===== src/rtl/wb_pipe_stage_pkg.sv =====
// Shared pipeline constants: load-width codes, link register index and the
// write-back stage state encoding.
package wb_pipe_stage_pkg;

  localparam logic [1:0] MemWidthByte = 2'b00;
  localparam logic [1:0] MemWidthHalf = 2'b01;
  localparam logic [1:0] MemWidthWord = 2'b11;

  localparam int unsigned LinkReg = 31;

  typedef enum logic {
    StRun    = 1'b0,
    StHalted = 1'b1
  } wb_state_e;

endpackage


===== src/rtl/wb_pipe_stage_load_extend.sv =====
// Combinational load extraction: picks a byte, half or word out of the raw
// memory word by byte offset and sign- or zero-extends it.
module load_extend
  import wb_pipe_stage_pkg::*;
#(
  parameter int unsigned NB_DATA = 32
) (
  input  logic [NB_DATA-1:0] mem_data,
  input  logic [1:0]         mem_width,
  input  logic [1:0]         offset,
  input  logic               mem_unsigned,
  output logic [NB_DATA-1:0] load_data
);

  logic [7:0]  byte_sel;
  logic [15:0] half_sel;

  always_comb begin
    byte_sel  = mem_data[{offset, 3'b000} +: 8];
    // Half loads ignore offset[0]; misaligned halves are not split.
    half_sel  = offset[1] ? mem_data[31:16] : mem_data[15:0];
    load_data = mem_data;
    case (mem_width)
      MemWidthByte: load_data = mem_unsigned ? NB_DATA'(byte_sel)
                                             : {{(NB_DATA-8){byte_sel[7]}}, byte_sel};
      MemWidthHalf: load_data = mem_unsigned ? NB_DATA'(half_sel)
                                             : {{(NB_DATA-16){half_sel[15]}}, half_sel};
      default:      load_data = mem_data;
    endcase
  end

endmodule


===== src/rtl/wb_pipe_stage.sv =====
// Write-back pipeline stage: registers the MEM-stage entry, selects the
// register-file write data, tracks HALT and counts retired instructions.
module wb_pipe_stage
  import wb_pipe_stage_pkg::*;
#(
  parameter int unsigned NB_DATA = 32,
  parameter int unsigned NB_REG  = 5,
  parameter int unsigned NB_PC   = 32,
  parameter int unsigned NB_CNT  = 32
) (
  input  logic               i_clock,
  input  logic               i_reset,
  input  logic               i_enable,
  input  logic               i_stall,
  input  logic               i_flush,
  input  logic               i_valid,
  input  logic               i_reg_write,
  input  logic               i_mem_to_reg,
  input  logic               i_last_register_ctrl,
  input  logic               i_halt,
  input  logic [1:0]         i_mem_width,
  input  logic               i_mem_unsigned,
  input  logic [NB_DATA-1:0] i_mem_data,
  input  logic [NB_DATA-1:0] i_alu_result,
  input  logic [NB_REG-1:0]  i_selected_reg,
  input  logic [NB_PC-1:0]   i_pc,
  output logic               o_reg_write,
  output logic [NB_DATA-1:0] o_selected_data,
  output logic [NB_REG-1:0]  o_selected_reg,
  output logic               o_valid,
  output logic               o_halted,
  output logic [NB_CNT-1:0]  o_retired_count
);

  typedef struct packed {
    logic               valid;
    logic               reg_write;
    logic               mem_to_reg;
    logic               link;
    logic               halt;
    logic [1:0]         mem_width;
    logic               mem_unsigned;
    logic [NB_DATA-1:0] mem_data;
    logic [NB_DATA-1:0] alu_result;
    logic [NB_REG-1:0]  sel_reg;
    logic [NB_PC-1:0]   pc;
  } stage_t;

  stage_t             stage_q, stage_d, capture;
  wb_state_e          state_q, state_d;
  logic [NB_CNT-1:0]  count_q, count_d;
  logic [NB_DATA-1:0] load_data;

  always_comb begin
    capture = '{
      valid:        i_valid,
      reg_write:    i_reg_write,
      mem_to_reg:   i_mem_to_reg,
      link:         i_last_register_ctrl,
      halt:         i_halt,
      mem_width:    i_mem_width,
      mem_unsigned: i_mem_unsigned,
      mem_data:     i_mem_data,
      alu_result:   i_alu_result,
      sel_reg:      i_selected_reg,
      pc:           i_pc
    };
    stage_d = stage_q;
    state_d = state_q;
    count_d = count_q;
    if (i_enable) begin
      // Once halted the stage drains to a bubble and never captures again.
      if (state_q == StHalted || i_flush) begin
        stage_d = '0;
      end else if (!i_stall) begin
        stage_d = capture;
        if (i_valid) begin
          count_d = count_q + NB_CNT'(1);
          if (i_halt) state_d = StHalted;
        end
      end
    end
  end

  always_ff @(posedge i_clock) begin
    if (!i_reset) begin
      stage_q <= '0;
      state_q <= StRun;
      count_q <= '0;
    end else begin
      stage_q <= stage_d;
      state_q <= state_d;
      count_q <= count_d;
    end
  end

  load_extend #(
    .NB_DATA (NB_DATA)
  ) u_load_extend (
    .mem_data     (stage_q.mem_data),
    .mem_width    (stage_q.mem_width),
    .offset       (stage_q.alu_result[1:0]),
    .mem_unsigned (stage_q.mem_unsigned),
    .load_data    (load_data)
  );

  always_comb begin
    o_selected_reg = stage_q.link ? NB_REG'(LinkReg) : stage_q.sel_reg;
    if (stage_q.link)            o_selected_data = NB_DATA'(stage_q.pc);
    else if (stage_q.mem_to_reg) o_selected_data = load_data;
    else                         o_selected_data = stage_q.alu_result;
    o_reg_write     = stage_q.valid & stage_q.reg_write & ~stage_q.halt & (|o_selected_reg);
    o_valid         = stage_q.valid;
    o_halted        = (state_q == StHalted);
    o_retired_count = count_q;
  end

endmodule


===== config.mk =====
export PLATFORM = sky130hd
export DESIGN_NAME = wb_pipe_stage
export DESIGN_NICKNAME = d
export VERILOG_FILES = /design/src/rtl/wb_pipe_stage_pkg.sv /design/src/rtl/wb_pipe_stage_load_extend.sv /design/src/rtl/wb_pipe_stage.sv
export SDC_FILE = /design/constraint.sdc
export NUM_CORES = 1
export LEC_CHECK = 0
export ABC_AREA = 1
export CAP_MARGIN = 20
export CORE_UTILIZATION = 44
export CTS_CLUSTER_SIZE = 16
export DETAILED_ROUTE_END_ITERATION = 6
export PLACE_DENSITY = 0.77
export SYNTH_ARGS = -nofsm -noshare
export SYNTH_HDL_FRONTEND = slang
export SYNTH_SLANG_ARGS = --single-unit

===== constraint.sdc =====
create_clock -name i_clock -period 1.5 [get_ports i_clock]
set_clock_uncertainty 0.1 [all_clocks]
set_input_delay 0.3 -clock i_clock [delete_from_list [all_inputs] [get_ports i_clock]]
set_output_delay 0.3 -clock i_clock [all_outputs]
set_load 0.03 [all_outputs]

# Word-level counts from Yosys, hierarchy flattened
# Index checks and enable logic that the tools add are counted.
[classes] n_addsub=1 mul=0 div_mod_pow=0 magnitude_cmp=0 eq_ne=2 n_shift=1 n_mux=9 bitwise_logic=6 n_reduce_logical=6
[op_table] operator="109-bit two-way mux" n=2
[op_table] operator="32-bit two-way mux" n=4
[op_table] operator="32-bit one-hot mux with 2 select lines" n=1
[op_table] operator="32-bit by 1-bit adder with 32-bit output, second input constant" n=1
[op_table] operator="32-bit by 6-bit indexed part select with 8-bit output" n=1
[op_table] operator="16-bit two-way mux" n=1
[op_table] operator="5-bit two-way mux" n=1
[op_table] operator="5-bit AND reduction" n=1
[op_table] operator="5-bit OR reduction" n=1
[op_table] operator="4-bit AND reduction" n=1
[op_table] operator="1-bit bitwise AND" n=3
[op_table] operator="1-bit inverter" n=3
[op_table] operator="2-bit by 1-bit equality test with 1-bit output, second input constant" n=1
[op_table] operator="2-bit zero test" n=1
[op_table] operator="2-bit by 1-bit inequality test with 1-bit output, second input constant" n=1
[op_table] operator="2-bit AND reduction" n=1
[op_table] operator="1-bit logical OR" n=1
[totals] regBits=142 latchBits=0 mem_bits_rw=0 mem_bits_ro=0 inputBits=114 elab_cells=38 n_memories=0

# Depth between registers and ports, before layout
[logic_depth] ltp_word=5 depth_mapped=10

# Hierarchy
# From an unflattened synthesis, not the netlist that was laid out.
[hier_totals] cells_unflattened=1014 hier_area_um2=7094.3
[modules_own_cells] mod="wb_pipe_stage" instances=1 cells_each=860 area_per_inst_um2=6173.4 seq_area_each_um2=2842.7
[modules_own_cells] mod="load_extend" instances=1 cells_each=154 area_per_inst_um2=920.9 seq_area_each_um2=0.0

# Worst setup path after synthesis
# No wires, ideal clock.
[synth_path] kind="reg2out" from="register stage_q[103] (netlist name)" to="output port o_selected_data[31]" arrival_ns=1.667 required_ns=1.100 setup_slack_ns=-0.567 path_stages_with_launch=8 n_path_buf=1 path_cell_list="dfxtp_1 > buf_2 > nor3_1 > nand2_1 > nand2_2 > nand2_4 > and3_1 > o21ai_0"
[synth_via] elab_chain_cells=4 word_cells_on_any_way=5 cone_classes="eq/ne (1); mux (3); reduce/logical (1)"
[synth_rtl] item="from (decl)" line="wb_pipe_stage.sv:49" text="stage_t stage_q, stage_d, capture;"
[synth_rtl] item="from (signal assigned)" line="wb_pipe_stage.sv:91" text="stage_q <= stage_d;"
[synth_rtl] item="2-bit by 1-bit equality test with 1-bit output / 2-bit zero test (equally long branches)" line="wb_pipe_stage_load_extend.sv:23" text="case (mem_width)"
[synth_rtl] item="32-bit one-hot mux with 2 select lines (*)" line="wb_pipe_stage_load_extend.sv:23"
[synth_rtl] item="32-bit two-way mux (*)" line="wb_pipe_stage.sv:110" text="else if (stage_q.mem_to_reg) o_selected_data = load_data;"
[synth_rtl] item="32-bit two-way mux (*)" line="wb_pipe_stage.sv:109" text="if (stage_q.link) o_selected_data = NB_DATA'(stage_q.pc);"
[synth_rtl] item="to (decl)" line="wb_pipe_stage.sv:28" text="output logic [NB_DATA-1:0] o_selected_data,"
# Every way passes the cells marked *; elsewhere a longest branch is shown, timed or not.

# Worst setup path after layout
[layout_path] from="register stage_q[38] (netlist name)" to="output port o_selected_data[18]"
[layout_via] elab_chain_cells=5 word_cells_on_any_way=7 cone_classes="shift (1); mux (6)"
[layout_rtl] item="32-bit by 6-bit indexed part select with 8-bit output / 16-bit two-way mux (equally long branches)" line="wb_pipe_stage_load_extend.sv:19, wb_pipe_stage_load_extend.sv:21"
[layout_rtl] item="32-bit two-way mux (on tied branches)" line="wb_pipe_stage_load_extend.sv:24, wb_pipe_stage_load_extend.sv:26"
[layout_rtl] item="32-bit one-hot mux with 2 select lines (*)" line="wb_pipe_stage_load_extend.sv:23"
[layout_rtl] item="32-bit two-way mux (*)" line="wb_pipe_stage.sv:110"
[layout_rtl] item="32-bit two-way mux (*)" line="wb_pipe_stage.sv:109"
# Marks and branches as above.

==> metrics.txt <==
Crit Path Class=register to output port; area leader, netlist=dfxtp_1; ANT nets after route=0; GR Util met1=0.3733; root buf cell=clkbuf_16; Clock Tree Buf Depth=2; die width=126.5 um; max-slew violations=0; Hold-fix buffers, CTS=0; share of cells above drive strength 1=0.3989; Worst Hold Depth=3; drt pass-1 iters=5; R2R Path End=o_retired_count[26]$_SDFFE_PN0N_; initial antenna violation count=2; Post-synth top cells=275 x nand2_1, 142 x dfxtp_1, 131 x nor2_1; Critical path origin=stage_q[38]$_SDFFE_PN0P_; CP startpoint kind=register; Final nets=1,388; final core utilization=0.7826; clk slew on worst S/H paths=about 60 ps; via count=about 8,400; CP Capture Type=output port; Placeable Area=15,150 um2; main flop type after synthesis=dfxtp_1; final instance area=11,850 um2; post-synth net total=between 1,000 and 1,500; # IOs=186; Critical Path End=o_selected_data[18]; I/O Buffers=approximately 190; cell area power density=835.9 nW/um2; Worst Setup Slack, final=-787.7 ps; Placed Area=9793 um2; placed cells=1,399; Slew HR=0.7389; final wirelength=28.22 mm; DR WL/cell=19.12 um; required time of the critical path=1100 ps; reg2reg path depth=8; CP Max Fanout=7; largest net degree at the start of global routing=53; syn avg cell area=around 6.9 um2; CTS tree=done; Final Instance Count excl. Fillers=roughly 1,500; met2 Use GR=0.5008; hold slack=323.1 ps; Tot GR Track Use=0.3027; TritonCTS Sinks=142; ys async rst share=0; Post-Syn Area=6818 um2; worst-margin pin slew=387.6 ps; VDD IR max=between 0.9 and 1 mV; final setup fails=around 150; Detail Placement HPWL=~17 mm; pre-CTS WS=-451.7 ps; vias in the first global route=around 7,500; CTS buffer count=17; GRT overflow=0; CP arrival=1890 ps; Cell variety after synth=36; Layout area overhead=73.85%; most common cell in the netlist=nand2_1; beginning of the worst hold path=i_mem_width[0]; Hold Vio Cnt, Final=0; sequential fraction of the synthesis area=0.4170; status=finished, violations left; met3 Use GR=0.07339; vias per std cell=5.691; global-route wire length before repair=around 38 mm; LEAKAGE=4.712 nW; synth top area cells=dfxtp_1 42%, nand2_1 15%, a22oi_1 7.8%; r2r startpoint=o_halted$_SDFFE_PN0P_; Starting Density=0.4501; Final Wtd Congestion=0.9619; GR peak layer=met2; iteration-0 DRC count of the detailed router=~840; chip height=about 130 um; DR DRC count=0; Final period util=1.525; Post-Syn Instances=roughly 1,000; failing checks=setup timing; Min-Delay Path Class=input port to register; placement row count=between 40 and 50; Skew-Pair Late Insertion Delay=430 ps; RSZ-0062 raised after global routing=yes; die footprint=16,000 um2; r2r setup slk=-190 ps; max cap viols=0; Final min period=around 2300 ps; Ys Warns=0; EDFF count, synth=0; synthesis-stage register bit count=between 100 and 150; H-tree depth=4; Yosys top cell area share=0.4170; f_max=437.1 MHz
## sequential cells by signal (all words and copies together), names as in the netlist
signal,cells
stage_q,108
o_retired_count,32
o_halted,1
o_valid,1
## routing by layer
metal | part of all wire | vias up | routed length, um
li1 | - | 3852 | -
met1 | 0.38 | 3996 | 10860
met2 | 0.48 | 447 | 13620
met3 | 0.084 | 105 | 2380
met4 | 0.048 | 0 | 1357
met5 | 0 | - | 0
## power by group
group / internal (mW) / total (mW) / switching [mW]
clock network: 2.72 / 4.50 / 1.77
registers: 3.83 / 3.90 / 0.0635
logic: 0.776 / 1.52 / 0.739
total: 7.33 / 9.91 / 2.58
## critical path, stage by stage, from the launching register on
cell	delay [ps]
dfxtp_4	380
nand2_1	100
o21ai_2	90
nand2_4	80
nand2_2	60
nand2_4	100
buf_6	150
nand3_1	120
o211ai_1	150
nand2_2	80
buf_6	140
## per-stage QoR
step	total power [mW]	TNS [ps]
global route	10.13	-39980
floorplan	4.539	-3418
global placement	5.186	-54710
finish	9.908	-31990
CTS	9.718	-24760
detailed placement	5.199	-57640
## repair_timing
item / 4_1_cts / 5_1_grt
pin swaps: 30 / 62
endpoints found under the setup margin: 83 / 89
buffers inserted: 13 / 22
gates resized for setup: 227 / 191
gates cloned: 1 / 8
## area by class of cell
type	count	area [um2]
timing repair buffer	331	3363
tap	188	235.2
multi-input combinational	723	4477
sequential	142	2919
fill	910	3293
antenna	2	5.005
clock inverter	12	156.4
clock buffer	20	457.9
inverter	58	239.0
## cell families after synthesis
group                    Yosys count  share of synthesized area
buffers and inverters            119                    0.07469
XOR/XNOR                           7                   0.008993
adder cells (fa/ha/maj)            1                   0.001835
flip-flops                       142                     0.4170
AND/OR/NAND/NOR                  486                     0.2934
AO/OA/AOI/OAI                    228                     0.2041
## how the worst min path moves through the flow
stage | end | slack [ps]
2_1_floorplan | stage_q[103]$_SDFFE_PN0P_ | 340
3_3_place_gp | o_retired_count[8]$_SDFFE_PN0N_ | 350
3_5_place_dp | o_retired_count[8]$_SDFFE_PN0N_ | 350
4_1_cts | stage_q[93]$_SDFFE_PN0P_ | 320
5_1_grt | stage_q[90]$_SDFFE_PN0P_ | 340
6_report | stage_q[102]$_SDFFE_PN0P_ | 320
## layout by cell type, fill, tap and decap left out, drive strengths merged
cell type and count:
nand2 282, buf 210, nor2 144, dfxtp 142
clkdlybuf4s50 113, a21oi 101, a22oi 71, inv 59
nand3 40, o21ai 29, clkbuf 27, o211ai 19
nand4 6, nor3 6, xor2 5, o2111ai 4
clkinvlp 4, clkinv 4, or2 3, bufinv 3
diode 2, and3 2, nand3b 2, xnor2 2
and2 1, o22ai 1, a31oi 1, nor3b 1
o21bai 1, o21ba 1, ha 1, bufbuf 1
No activity file was read; power rests on OpenSTA's default activity.
